### src/rtl/cordic_step_seq_pkg.sv
// Shared definitions for the CORDIC step sequencer: mode/state encodings,
// field widths, arctan/artanh constant tables and the Dz scaling helper.
package cordic_pkg;

    localparam int MODE_W  = 2;
    localparam int IDX_W   = 5;
    localparam int SHIFT_W = 5;
    localparam int REP_W   = 8;

    // First hyperbolic shift that must be executed twice; later ones follow 3k+1.
    localparam logic [REP_W-1:0]   REP_FIRST = 8'd4;
    localparam logic [SHIFT_W-1:0] SHIFT_MAX = 5'd31;

    typedef enum logic [MODE_W-1:0] {
        MODE_LIN = 2'd0,
        MODE_CIR = 2'd1,
        MODE_HYP = 2'd2,
        MODE_RSV = 2'd3
    } mode_t;

    typedef enum logic [1:0] {
        ST_IDLE = 2'd0,
        ST_RUN  = 2'd1,
        ST_DONE = 2'd2
    } seq_state_t;

    // round(atan(2^-i) * 2^31)
    localparam logic [31:0] ATAN_TAB [0:31] = '{
        32'd1686629713, 32'd995675659, 32'd526087673, 32'd267050317,
        32'd134043374,  32'd67087031,  32'd33551702,  32'd16776875,
        32'd8388565,    32'd4194299,   32'd2097151,   32'd1048576,
        32'd524288,     32'd262144,    32'd131072,    32'd65536,
        32'd32768,      32'd16384,     32'd8192,      32'd4096,
        32'd2048,       32'd1024,      32'd512,       32'd256,
        32'd128,        32'd64,        32'd32,        32'd16,
        32'd8,          32'd4,         32'd2,         32'd1
    };

    // round(atanh(2^-i) * 2^31); atanh(1) is infinite so the table starts at 1.
    localparam logic [31:0] ATANH_TAB [1:31] = '{
                        32'd1179625963, 32'd548494837, 32'd269846813,
        32'd134392901,  32'd67130722,  32'd33557163,  32'd16777557,
        32'd8388651,    32'd4194309,   32'd2097153,   32'd1048576,
        32'd524288,     32'd262144,    32'd131072,    32'd65536,
        32'd32768,      32'd16384,     32'd8192,      32'd4096,
        32'd2048,       32'd1024,      32'd512,       32'd256,
        32'd128,        32'd64,        32'd32,        32'd16,
        32'd8,          32'd4,         32'd2,         32'd1
    };

    // Rescale a 2^31-scaled constant to 2^(dsize-1), rounding half-up.
    // Table entries are below 2^31, so the 33-bit sum cannot overflow.
    function automatic logic [31:0] scale_dz(input logic [31:0] val32, input int dsize);
        logic [32:0] sum;
        if (dsize >= 32) begin
            return val32;
        end
        sum = {1'b0, val32} + (33'd1 << (31 - dsize));
        return 32'(sum >> (32 - dsize));
    endfunction

endpackage

### src/rtl/cordic_step_seq_if.sv
// Step handshake bundle between rotation controller, sequencer and datapath.
interface cordic_step_seq_if #(parameter int DSIZE = 16) ();
    import cordic_pkg::*;

    logic                start;
    logic [MODE_W-1:0]   mode;
    logic                busy;
    logic                mode_err;
    logic                step_valid;
    logic                step_ready;
    logic [IDX_W-1:0]    step_idx;
    logic [SHIFT_W-1:0]  step_shift;
    logic [DSIZE-1:0]    step_dz;
    logic                step_last;
    logic                done;

    // Sequencer side.
    modport master (
        input  start, mode, step_ready,
        output busy, mode_err, step_valid, step_idx, step_shift, step_dz,
               step_last, done
    );

    // Controller/datapath side.
    modport slave (
        output start, mode, step_ready,
        input  busy, mode_err, step_valid, step_idx, step_shift, step_dz,
               step_last, done
    );
endinterface

### src/rtl/cordic_step_seq_angle_lut.sv
// Combinational (mode, shift) -> Dz constant lookup for all three CORDIC modes.
module cordic_angle_lut
    import cordic_pkg::*;
#(
    parameter int DSIZE = 16
) (
    input  mode_t               mode,
    input  logic [SHIFT_W-1:0]  shift,
    output logic [DSIZE-1:0]    dz
);

    localparam logic [31:0] LIN_ONE = 32'h1 << (DSIZE - 1);

    logic [DSIZE-1:0] lin_tab [32];
    logic [DSIZE-1:0] cir_tab [32];
    logic [DSIZE-1:0] hyp_tab [32];

    // Per-shift constants, already scaled to DSIZE; linear truncates to 0 past DSIZE-1.
    genvar gi;
    generate
        for (gi = 0; gi < 32; gi++) begin : g_tab
            assign lin_tab[gi] = DSIZE'(LIN_ONE >> gi);
            assign cir_tab[gi] = DSIZE'(scale_dz(ATAN_TAB[gi], DSIZE));
            if (gi == 0) begin : g_hyp0
                // Hyperbolic never uses shift 0.
                assign hyp_tab[gi] = '0;
            end else begin : g_hyp
                assign hyp_tab[gi] = DSIZE'(scale_dz(ATANH_TAB[gi], DSIZE));
            end
        end
    endgenerate

    // Select the table for the requested mode.
    always_comb begin
        dz = '0;
        case (mode)
            MODE_LIN: dz = lin_tab[shift];
            MODE_CIR: dz = cir_tab[shift];
            MODE_HYP: dz = hyp_tab[shift];
            default:  dz = '0;
        endcase
    end

endmodule

### src/rtl/cordic_step_seq.sv
// CORDIC step sequencer: one accepted start emits ITER (idx, shift, Dz) steps
// over a valid/ready handshake, with hyperbolic repeats at shifts 4, 13, 40.
module cordic_step_seq #(
    parameter int DSIZE = 16,
    parameter int ITER  = 16
) (
    input  logic              clock,
    input  logic              rst_n,
    cordic_step_seq_if.master bus
);
    import cordic_pkg::*;

    localparam logic [IDX_W-1:0] LAST_IDX = IDX_W'(ITER - 1);

    seq_state_t          state_reg,    state_next;
    mode_t               mode_reg,     mode_next;
    logic [IDX_W-1:0]    idx_reg,      idx_next;
    logic [SHIFT_W-1:0]  shift_reg,    shift_next;
    logic [DSIZE-1:0]    dz_reg,       dz_next;
    logic                rep_done_reg, rep_done_next;
    logic [REP_W-1:0]    next_rep_reg, next_rep_next;
    logic                valid_reg,    valid_next;
    logic                last_reg,     last_next;
    logic                busy_reg,     busy_next;
    logic                done_reg,     done_next;
    logic                mode_err_reg, mode_err_next;
    logic                step_load;
    logic                at_rep;
    logic [DSIZE-1:0]    lut_dz;
    mode_t               req_mode;

    assign req_mode = mode_t'(bus.mode);
    assign at_rep   = ({{(REP_W-SHIFT_W){1'b0}}, shift_reg} == next_rep_reg);

    // Dz is looked up from the shift/mode being loaded so it lands with that shift.
    cordic_angle_lut #(.DSIZE(DSIZE)) u_lut (
        .mode  (mode_next),
        .shift (shift_next),
        .dz    (lut_dz)
    );

    assign dz_next = step_load ? lut_dz : dz_reg;

    // State and registered outputs; reset abandons any sequence in flight.
    always_ff @(posedge clock or negedge rst_n) begin
        if (!rst_n) begin
            state_reg    <= ST_IDLE;
            mode_reg     <= MODE_LIN;
            idx_reg      <= '0;
            shift_reg    <= '0;
            dz_reg       <= '0;
            rep_done_reg <= 1'b0;
            next_rep_reg <= REP_FIRST;
            valid_reg    <= 1'b0;
            last_reg     <= 1'b0;
            busy_reg     <= 1'b0;
            done_reg     <= 1'b0;
            mode_err_reg <= 1'b0;
        end else begin
            state_reg    <= state_next;
            mode_reg     <= mode_next;
            idx_reg      <= idx_next;
            shift_reg    <= shift_next;
            dz_reg       <= dz_next;
            rep_done_reg <= rep_done_next;
            next_rep_reg <= next_rep_next;
            valid_reg    <= valid_next;
            last_reg     <= last_next;
            busy_reg     <= busy_next;
            done_reg     <= done_next;
            mode_err_reg <= mode_err_next;
        end
    end

    // Next-state and next-output logic; everything holds unless a start or handshake occurs.
    always_comb begin
        state_next    = state_reg;
        mode_next     = mode_reg;
        idx_next      = idx_reg;
        shift_next    = shift_reg;
        rep_done_next = rep_done_reg;
        next_rep_next = next_rep_reg;
        valid_next    = valid_reg;
        last_next     = last_reg;
        busy_next     = busy_reg;
        done_next     = 1'b0;
        mode_err_next = 1'b0;
        step_load     = 1'b0;

        case (state_reg)
            ST_IDLE: begin
                if (bus.start) begin
                    if (req_mode == MODE_RSV) begin
                        mode_err_next = 1'b1;
                    end else begin
                        state_next    = ST_RUN;
                        mode_next     = req_mode;
                        idx_next      = '0;
                        shift_next    = (req_mode == MODE_HYP) ? 5'd1 : 5'd0;
                        next_rep_next = REP_FIRST;
                        rep_done_next = 1'b0;
                        valid_next    = 1'b1;
                        last_next     = (LAST_IDX == '0);
                        busy_next     = 1'b1;
                        step_load     = 1'b1;
                    end
                end
            end
            ST_RUN: begin
                if (valid_reg && bus.step_ready) begin
                    if (last_reg) begin
                        state_next = ST_DONE;
                        valid_next = 1'b0;
                        last_next  = 1'b0;
                        done_next  = 1'b1;
                    end else begin
                        idx_next  = idx_reg + 5'd1;
                        last_next = (idx_next == LAST_IDX);
                        step_load = 1'b1;
                        if (mode_reg == MODE_HYP && at_rep && !rep_done_reg) begin
                            // Repeat this shift once for hyperbolic convergence.
                            rep_done_next = 1'b1;
                        end else begin
                            shift_next    = (shift_reg == SHIFT_MAX) ? SHIFT_MAX : shift_reg + 5'd1;
                            rep_done_next = 1'b0;
                            if (mode_reg == MODE_HYP && at_rep) begin
                                next_rep_next = next_rep_reg * 8'd3 + 8'd1;
                            end
                        end
                    end
                end
            end
            ST_DONE: begin
                state_next = ST_IDLE;
                busy_next  = 1'b0;
            end
            default: begin
                state_next = ST_IDLE;
                valid_next = 1'b0;
                busy_next  = 1'b0;
            end
        endcase
    end

    assign bus.busy       = busy_reg;
    assign bus.mode_err   = mode_err_reg;
    assign bus.step_valid = valid_reg;
    assign bus.step_idx   = idx_reg;
    assign bus.step_shift = shift_reg;
    assign bus.step_dz    = dz_reg;
    assign bus.step_last  = last_reg;
    assign bus.done       = done_reg;

endmodule

### src/flat_wrapper.sv
// flat-port wrapper written by rule: the top's interface ports become plain ports
module cordic_step_seq_flat import cordic_pkg::*;
#(
    parameter int DSIZE = 16,
    parameter int ITER  = 16
)
  (clock, rst_n, bus_start, bus_mode, bus_step_ready, bus_busy, bus_mode_err, bus_step_valid, bus_step_idx, bus_step_shift, bus_step_dz, bus_step_last, bus_done);
  cordic_step_seq_if #(.DSIZE(DSIZE)) bus_i ();
  input  logic clock;
  input  logic rst_n;
  input wire logic [$bits(bus_i.start)-1:0] bus_start;
  input wire logic [$bits(bus_i.mode)-1:0] bus_mode;
  input wire logic [$bits(bus_i.step_ready)-1:0] bus_step_ready;
  output wire logic [$bits(bus_i.busy)-1:0] bus_busy;
  output wire logic [$bits(bus_i.mode_err)-1:0] bus_mode_err;
  output wire logic [$bits(bus_i.step_valid)-1:0] bus_step_valid;
  output wire logic [$bits(bus_i.step_idx)-1:0] bus_step_idx;
  output wire logic [$bits(bus_i.step_shift)-1:0] bus_step_shift;
  output wire logic [$bits(bus_i.step_dz)-1:0] bus_step_dz;
  output wire logic [$bits(bus_i.step_last)-1:0] bus_step_last;
  output wire logic [$bits(bus_i.done)-1:0] bus_done;
  assign bus_i.start = bus_start;
  assign bus_i.mode = bus_mode;
  assign bus_i.step_ready = bus_step_ready;
  assign bus_busy = bus_i.busy;
  assign bus_mode_err = bus_i.mode_err;
  assign bus_step_valid = bus_i.step_valid;
  assign bus_step_idx = bus_i.step_idx;
  assign bus_step_shift = bus_i.step_shift;
  assign bus_step_dz = bus_i.step_dz;
  assign bus_step_last = bus_i.step_last;
  assign bus_done = bus_i.done;
  cordic_step_seq #(.DSIZE(DSIZE), .ITER(ITER)) u_core (.clock(clock), .rst_n(rst_n), .bus(bus_i));
endmodule
### config.mk
export PLATFORM = sky130hd
export DESIGN_NAME = cordic_step_seq_flat
export DESIGN_NICKNAME = d
export VERILOG_FILES = /design/src/rtl/cordic_step_seq_pkg.sv /design/src/rtl/cordic_step_seq_if.sv /design/src/rtl/cordic_step_seq_angle_lut.sv /design/src/rtl/cordic_step_seq.sv /design/src/flat_wrapper.sv
export SDC_FILE = /design/constraint.sdc
export NUM_CORES = 1
export LEC_CHECK = 0
export CAP_MARGIN = 15
export CORE_MARGIN = 1
export CORE_UTILIZATION = 55
export DETAILED_ROUTE_END_ITERATION = 7
export GPL_TIMING_DRIVEN = 0
export PLACE_DENSITY = 0.84
export SLEW_MARGIN = 20
export SYNTH_ARGS = -nofsm -noshare
export SYNTH_HDL_FRONTEND = slang
export SYNTH_HIERARCHICAL = 1
export SYNTH_SLANG_ARGS = --single-unit
export TNS_END_PERCENT = 30
### constraint.sdc
create_clock -name clock -period 3.65 [get_ports clock]
set_input_delay 0.365 -clock clock [delete_from_list [all_inputs] [get_ports clock]]
set_output_delay 0.365 -clock clock [all_outputs]
set_load 0.05 [all_outputs]
* After elaboration in Yosys (flattened, before gate mapping)
Memory sizes are Yosys's and may differ from the RTL's. Cells that the tools add are included.
Word-level totals: word-level logic and storage cells 114, register bits after elaboration 44, memories kept 3, memory bits (read-only) 1536, output and inout port bits 31, bits of input ports 6
Memories:
- (name not given) | depth 32, width 16, read ports 1, clocked after Yosys merged registers in 0, wr ports 0, line cordic_step_seq_angle_lut.sv:39 | MODE_HYP: dz = hyp_tab[shift];
- (name not given) | depth 32, width 16, read ports 1, clocked after Yosys merged registers in 0, wr ports 0, line cordic_step_seq_angle_lut.sv:38 | MODE_CIR: dz = cir_tab[shift];
- (name not given) | depth 32, width 16, read ports 1, clocked after Yosys merged registers in 0, wr ports 0, line cordic_step_seq_angle_lut.sv:37 | MODE_LIN: dz = lin_tab[shift];
Operators by class: reduce and logical (&&, ||, !) cells 13, bitwise gates (word level) 3, $lt $le $gt $ge 1, multiplexer cells 61, $mul 1, add/sub/neg operators 3, equal/unequal tests 17
Operators with widths (count):
- 16-bit 2-to-1 mux | 6
- 5-bit 2-to-1 mux | 10
- 8-bit 2-to-1 mux | 6
- 16-bit case mux with 3 select lines | 1
- 1-bit 2-to-1 mux | 22
- 5-bit case mux with 2 select lines | 2
- 8-bit case mux with 2 select lines | 1
- 2-bit 2-to-1 mux | 7
- 5-bit by 1-bit adder with 5-bit output, second input constant | 2
- 2-bit equality test, second input constant | 5
- 5-bit AND reduction | 2
- 8-bit by 1-bit adder with 8-bit output, second input constant | 1
- 5-bit by 8-bit equality test with 1-bit output | 1
- 8-bit by 2-bit multiplier with 8-bit output, second input constant | 1
- 2-bit inequality test, second input constant | 4
- 1-bit case mux with 2 select lines | 4
- 4-bit AND reduction | 2
- 7-bit AND reduction | 1
- 6-bit >= comparator, second input constant | 1
- 2-bit by 1-bit inequality test with 1-bit output, second input constant | 3
- 5-bit inverter with 6-bit output | 1
- 5-bit by 4-bit equality test with 1-bit output, second input constant | 1
- 5-bit equality test, second input constant | 1
- 2-bit by 1-bit equality test with 1-bit output, second input constant | 2
- other kinds (8) | 12

* Depth between registers and ports, before layout
depth in word-level cells 12, mapped depth 14, depth with buffers taken out 14

* Cells and area by module
Netlist, hierarchy kept.
Modules (own cells, without submodules):
- cordic_step_seq | sequential area each 1102.3 um2, area each 2336.0 um2, cells each 249, instances 1
- cordic_angle_lut | sequential area each 0.0 um2, area each 604.3 um2, cells each 88, instances 1

* Worst setup path before layout
Ideal clock, no wire load.
path type register to register, from reg u_core.valid_reg, in the netlist u_core/bus.step_valid, to reg u_core.dz_reg[1], in the netlist u_core/bus.step_dz[1], period minus slack after synthesis 3.011 ns, buffers on the path 1, stages on the path, launching flop included 13, library setup time 0.066 ns, setup slack 0.639 ns, data arrival time 2.944 ns, data required time 3.584 ns, path through dfrtp_1 and3b_1 buf_4 a21boi_1 a31oi_1 o31a_1 inv_1 ha_1 a21oi_1 a21o_1 a2111oi_0 nand2_1 nand2_1
On the way: cells in the longest elaborated chain, start to end 8, elaborated cells on any way between the ends 16, classes of those cells 11 x mux; 1 x bitwise; 1 x reduce/logical; 3 x memory
RTL lines:
- start: declaration | line cordic_step_seq.sv:22 | logic valid_reg, valid_next;
- start signal: assignment | line cordic_step_seq.sv:67 | valid_reg <= valid_next;
- 1-bit logical AND * | line cordic_step_seq.sv:110 | if (valid_reg && bus.step_ready) begin
- 5-bit 2-to-1 mux * | line cordic_step_seq.sv:110
- 5-bit case mux with 2 select lines * | line cordic_step_seq.sv:90 | case (state_reg)
- named net u_core.shift_next[0] | line cordic_step_seq.sv:18 | logic [SHIFT_W-1:0] shift_reg, shift_next;
- 5-bit inverter with 6-bit output (not written as such) * | line cordic_step_seq_angle_lut.sv:37, cordic_step_seq_angle_lut.sv:38, cordic_step_seq_angle_lut.sv:39
- memory 32 x 16 bit (on tied branches)
- 16-bit 2-to-1 mux (on tied branches) (2 in series) | line cordic_step_seq_angle_lut.sv:39, cordic_step_seq_angle_lut.sv:37, cordic_step_seq_angle_lut.sv:38
- 16-bit case mux with 3 select lines * | line cordic_step_seq_angle_lut.sv:36 | case (mode)
- named net u_core.lut_dz[1] | line cordic_step_seq.sv:29 | logic [DSIZE-1:0] lut_dz;
- end signal: assignment | line cordic_step_seq.sv:64 | dz_reg <= dz_next;
- end: declaration | line cordic_step_seq.sv:19 | logic [DSIZE-1:0] dz_reg, dz_next;
The timed path passes the listed nets; every way through them passes the cells marked *. The select of a mux whose other input is x is not followed. A chain may end at the register's enable or synchronous reset.

* Worst setup path after layout
from reg u_core.next_rep_reg[6], to reg u_core.dz_reg[1], in the netlist u_core/bus.step_dz[1]
On the way: cells in the longest elaborated chain, start to end 12, elaborated cells on any way between the ends 18, classes of those cells 1 x eq/ne; 11 x mux; 1 x bitwise; 2 x reduce/logical; 3 x memory
RTL lines:
- start: declaration | line cordic_step_seq.sv:21 | logic [REP_W-1:0] next_rep_reg, next_rep_next;
- start signal: assignment | line cordic_step_seq.sv:66 | next_rep_reg <= next_rep_next;
- 5-bit by 8-bit equality test with 1-bit output * | line cordic_step_seq.sv:33 | assign at_rep = ({{(REP_W-SHIFT_W){1'b0}}, shift_reg} == next_rep_reg);
- 1-bit logical AND * (2 in series) | line cordic_step_seq.sv:120 | if (mode_reg == MODE_HYP && at_rep && !rep_done_reg) begin
- 5-bit 2-to-1 mux * | line cordic_step_seq.sv:120
- 5-bit 2-to-1 mux * | line cordic_step_seq.sv:111 | if (last_reg) begin
- 5-bit 2-to-1 mux * | line cordic_step_seq.sv:110
- 5-bit case mux with 2 select lines * | line cordic_step_seq.sv:90
- named net u_core.shift_next[0] | line cordic_step_seq.sv:18
- 5-bit inverter with 6-bit output (not written as such) * | line cordic_step_seq_angle_lut.sv:37, cordic_step_seq_angle_lut.sv:38, cordic_step_seq_angle_lut.sv:39
- memory 32 x 16 bit (on tied branches)
- 16-bit 2-to-1 mux (on tied branches) (2 in series) | line cordic_step_seq_angle_lut.sv:39, cordic_step_seq_angle_lut.sv:37, cordic_step_seq_angle_lut.sv:38
- 16-bit case mux with 3 select lines * | line cordic_step_seq_angle_lut.sv:36
- named net u_core.lut_dz[1] | line cordic_step_seq.sv:29
Marks and branches as above.

==> impl_metrics.tcl <==
set metrics [dict create \
    muxShareOfSynthArea 0.0187 \
    crit-reg2reg-launch "u_core/next_rep_reg[6]" \
    cts.path.max_buffers 2 \
    grt_pass1_vias 2473 \
    regArea_um2 1100 \
    layout_common_cells "nand2_1, dfrtp_1, clkdlybuf4s50_1, nor2_1, a21oi_1" \
    crit_chain "inv_1, ha_1, nand4bb_1, nor4_4, a21boi_2, o31a_1, o31a_1, inv_1, ha_1, a21oi_1, a21o_1, a2111oi_1, nand2_1, nand2_1" \
    post-place-ws_ns -0.0482 \
    rsz0062_at_grt "no" \
    cellPowerDensity_nw_per_um2 748 \
    overflow 0 \
    yosys.area_share.adder 0.0791 \
    critPathCapture "u_core/bus.step_dz[1]" \
    slew_violations 0 \
    final_common_cell "nand2_1" \
    timing.final.ws_setup_ns 0.331 \
    multi_input_area_um2 1710 \
    nNetsFinal 406 \
    io_pins 37 \
    detail-route-antenna-nets 0 \
    vias_per_cell 5.86 \
    drt-initial-drc-count 232 \
    drive_gt1_frac 0.0940 \
    finalSetupViolations 0 \
    synth-simple-area-share 0.247 \
    num_vias 2653 \
    tns_ns 0 \
    clkLatencyLatePin_ns 0.31 \
    largest_reg_flops 16 \
    wl_per_cell_um 14.9 \
    cp.arrival_ns 3.57 \
    r2r-end "u_core/bus.step_dz[1]" \
    port_buffers 36 \
    skew_ns 0.0102 \
    synth-xor-area-share 0.0328 \
    yosysSeqAreaShare 0.375 \
    synth-compound-area-share 0.199 \
    crit_start "u_core/next_rep_reg[6]" \
    syn_avg_cell_area_um2 8.72 \
    syn_nets 361 \
    hpwlAfterDp_um 4890 \
    synth_edf_count 0 \
    synth_top_family_by_area "simple AND/OR/NAND/NOR gates" \
    rows 26 \
    max_freq_mhz 301 \
    p_leak_uw 0.00162 \
    grt_pass1_wl_um 11200 \
    drc 0 \
    grt_usage 0.262 \
    report.final.hold_viol_count 0 \
    first_pass_iters 5 \
    critPathLaunchType "flop" \
    post_cts_buffers 0 \
    cp-end-kind "flop" \
    die_x_um 75.1 \
    clk_pin_slew_ns 0.08 \
    synth_ff_type "dfrtp_1" \
    numClockSinks 44 \
    antenna_found_initial 0 \
    synth_cell_types 70 \
    syn_inst 337 \
    period_share 0.909 \
    worst_pin_slew_ns 0.547 \
    maxSlewHeadroom 0.630 \
    ir_drop_mv 0.289 \
    synth-seq-cells 44 \
    grt_max_degree 33 \
    yosys_warnings 6 \
    drt-total-wl_um 6740 \
    worstPathRequired_ns 3.90 \
    setup.worst_path.class "flop to flop" \
    dieArea_um2 5640 \
    htreeDepth 2 \
    slowest_stage "a2111oi_1" \
    coreArea_um2 5140 \
    r2r_cells 14 \
    start_util 0.572 \
    async_flop_share 1.00 \
    area_growth_pct 20.7 \
    post-route-min-period_ns 3.32 \
    critPathMaxFanout 8 \
    cts_tree "yes" \
    cp_slowest_stage_delay_ns 0.49 \
    rrSetupSlack_ns 0.33 \
    die_height_um 75.1 \
    diodes 0 \
    fillers 460 \
    status "finished, final reports clean" \
    numCtsBuffers 5 \
    hp-class "flop to flop" \
    maxCapViolations 0 \
    globalplace.congestion 0.860 \
    clockRootBuffer "clkbuf_8" \
    netlist_area_um2 2940 \
]
## what timing repair did
action | in CTS | in global routing
gates resized for setup | 0 | 3
hold endpoints to repair | 12 | 0
hold buffers | 1 | 0
endpoints found under the setup margin | 0 | 1
## final cells by class
class | instances | share of cell area
Inverter | 14 | 0.0148
Multi-Input combinational cell | 262 | 0.482
Clock buffer | 6 | 0.0233
Clock inverter | 2 | 0.0109
Timing Repair Buffer | 38 | 0.109
Sequential cell | 44 | 0.311
Buffer | 17 | 0.0254
Tap cell | 70 | 0.0247
## kinds of logic after synthesis
group / count (synthesis)
mux: 4
simple gates: 146
flops: 44
compound gates: 83
xor+xnor: 11
fa+ha+maj: 18
buf+inv: 31
## power by group
group	switching [µW]	total, µW	internal [µW]
Clock	177	401	224
Sequential	118	717	599
Combinational	1000	1540	534
Total	1300	2650	1360
## critical path: cells and delay by family (launching register included)
kind	cells	cell delay, ns
buf+inv	2	0.21
compound gates	6	1.47
flops	1	0.41
fa+ha+maj	2	0.50
simple gates	4	0.68
## worst min-delay path by stage
stage | start | slack [ns] | depth (start not counted) | endpoint
6_report | u_core/bus.step_dz[4] | 0.48 | 2 | u_core/bus.step_dz[4]
5_1_grt | u_core/bus.step_dz[7] | 0.50 | 2 | u_core/bus.step_dz[7]
4_1_cts | u_core/bus.step_dz[8] | 0.48 | 2 | u_core/bus.step_dz[8]
3_5_place_dp | rst_n | 0.28 | 1 | u_core/bus.step_dz[7]
3_3_place_gp | u_core/bus.step_dz[2] | 0.46 | 2 | u_core/bus.step_dz[2]
2_1_floorplan | rst_n | 0.07 | 0 | u_core/bus.busy
## cells in the mapped netlist, drive strengths merged (6+ instances only)
master  count  area (µm²)
a21oi      19        95.1
o21ai      13        68.8
buf        12        71.3
nand3       6        30.0
nor3        9        45.0
nand2b     10        62.6
ha         17         213
inv        14        52.6
xor2        8        70.1
dfrtp      43        1080
nor2       26         100
nand2      63         236
## metal layers
layer | vias up | GRT usage | routed length, µm
li1 | 1298 | - | -
met1 | 1247 | 0.349 | 3090
met2 | 92 | 0.419 | 3160
met3 | 16 | 0.0509 | 323
met4 | 0 | 0.109 | 161
met5 | - | 0 | 0
## through the flow
stage	power (µW)	instance area, µm²	std cells	hold slack, ns	utilization
2_1_floorplan	1790	2940	337	0.0694	-
3_3_place_gp	2190	3390	443	0.460	0.659
3_5_place_dp	2220	3400	444	0.282	0.662
4_1_cts	2640	3530	453	0.481	0.688
5_1_grt	2810	3550	453	0.505	0.690
6_report	2650	3550	453	0.475	0.690
Note: power is estimated with default switching activity, not from simulation.
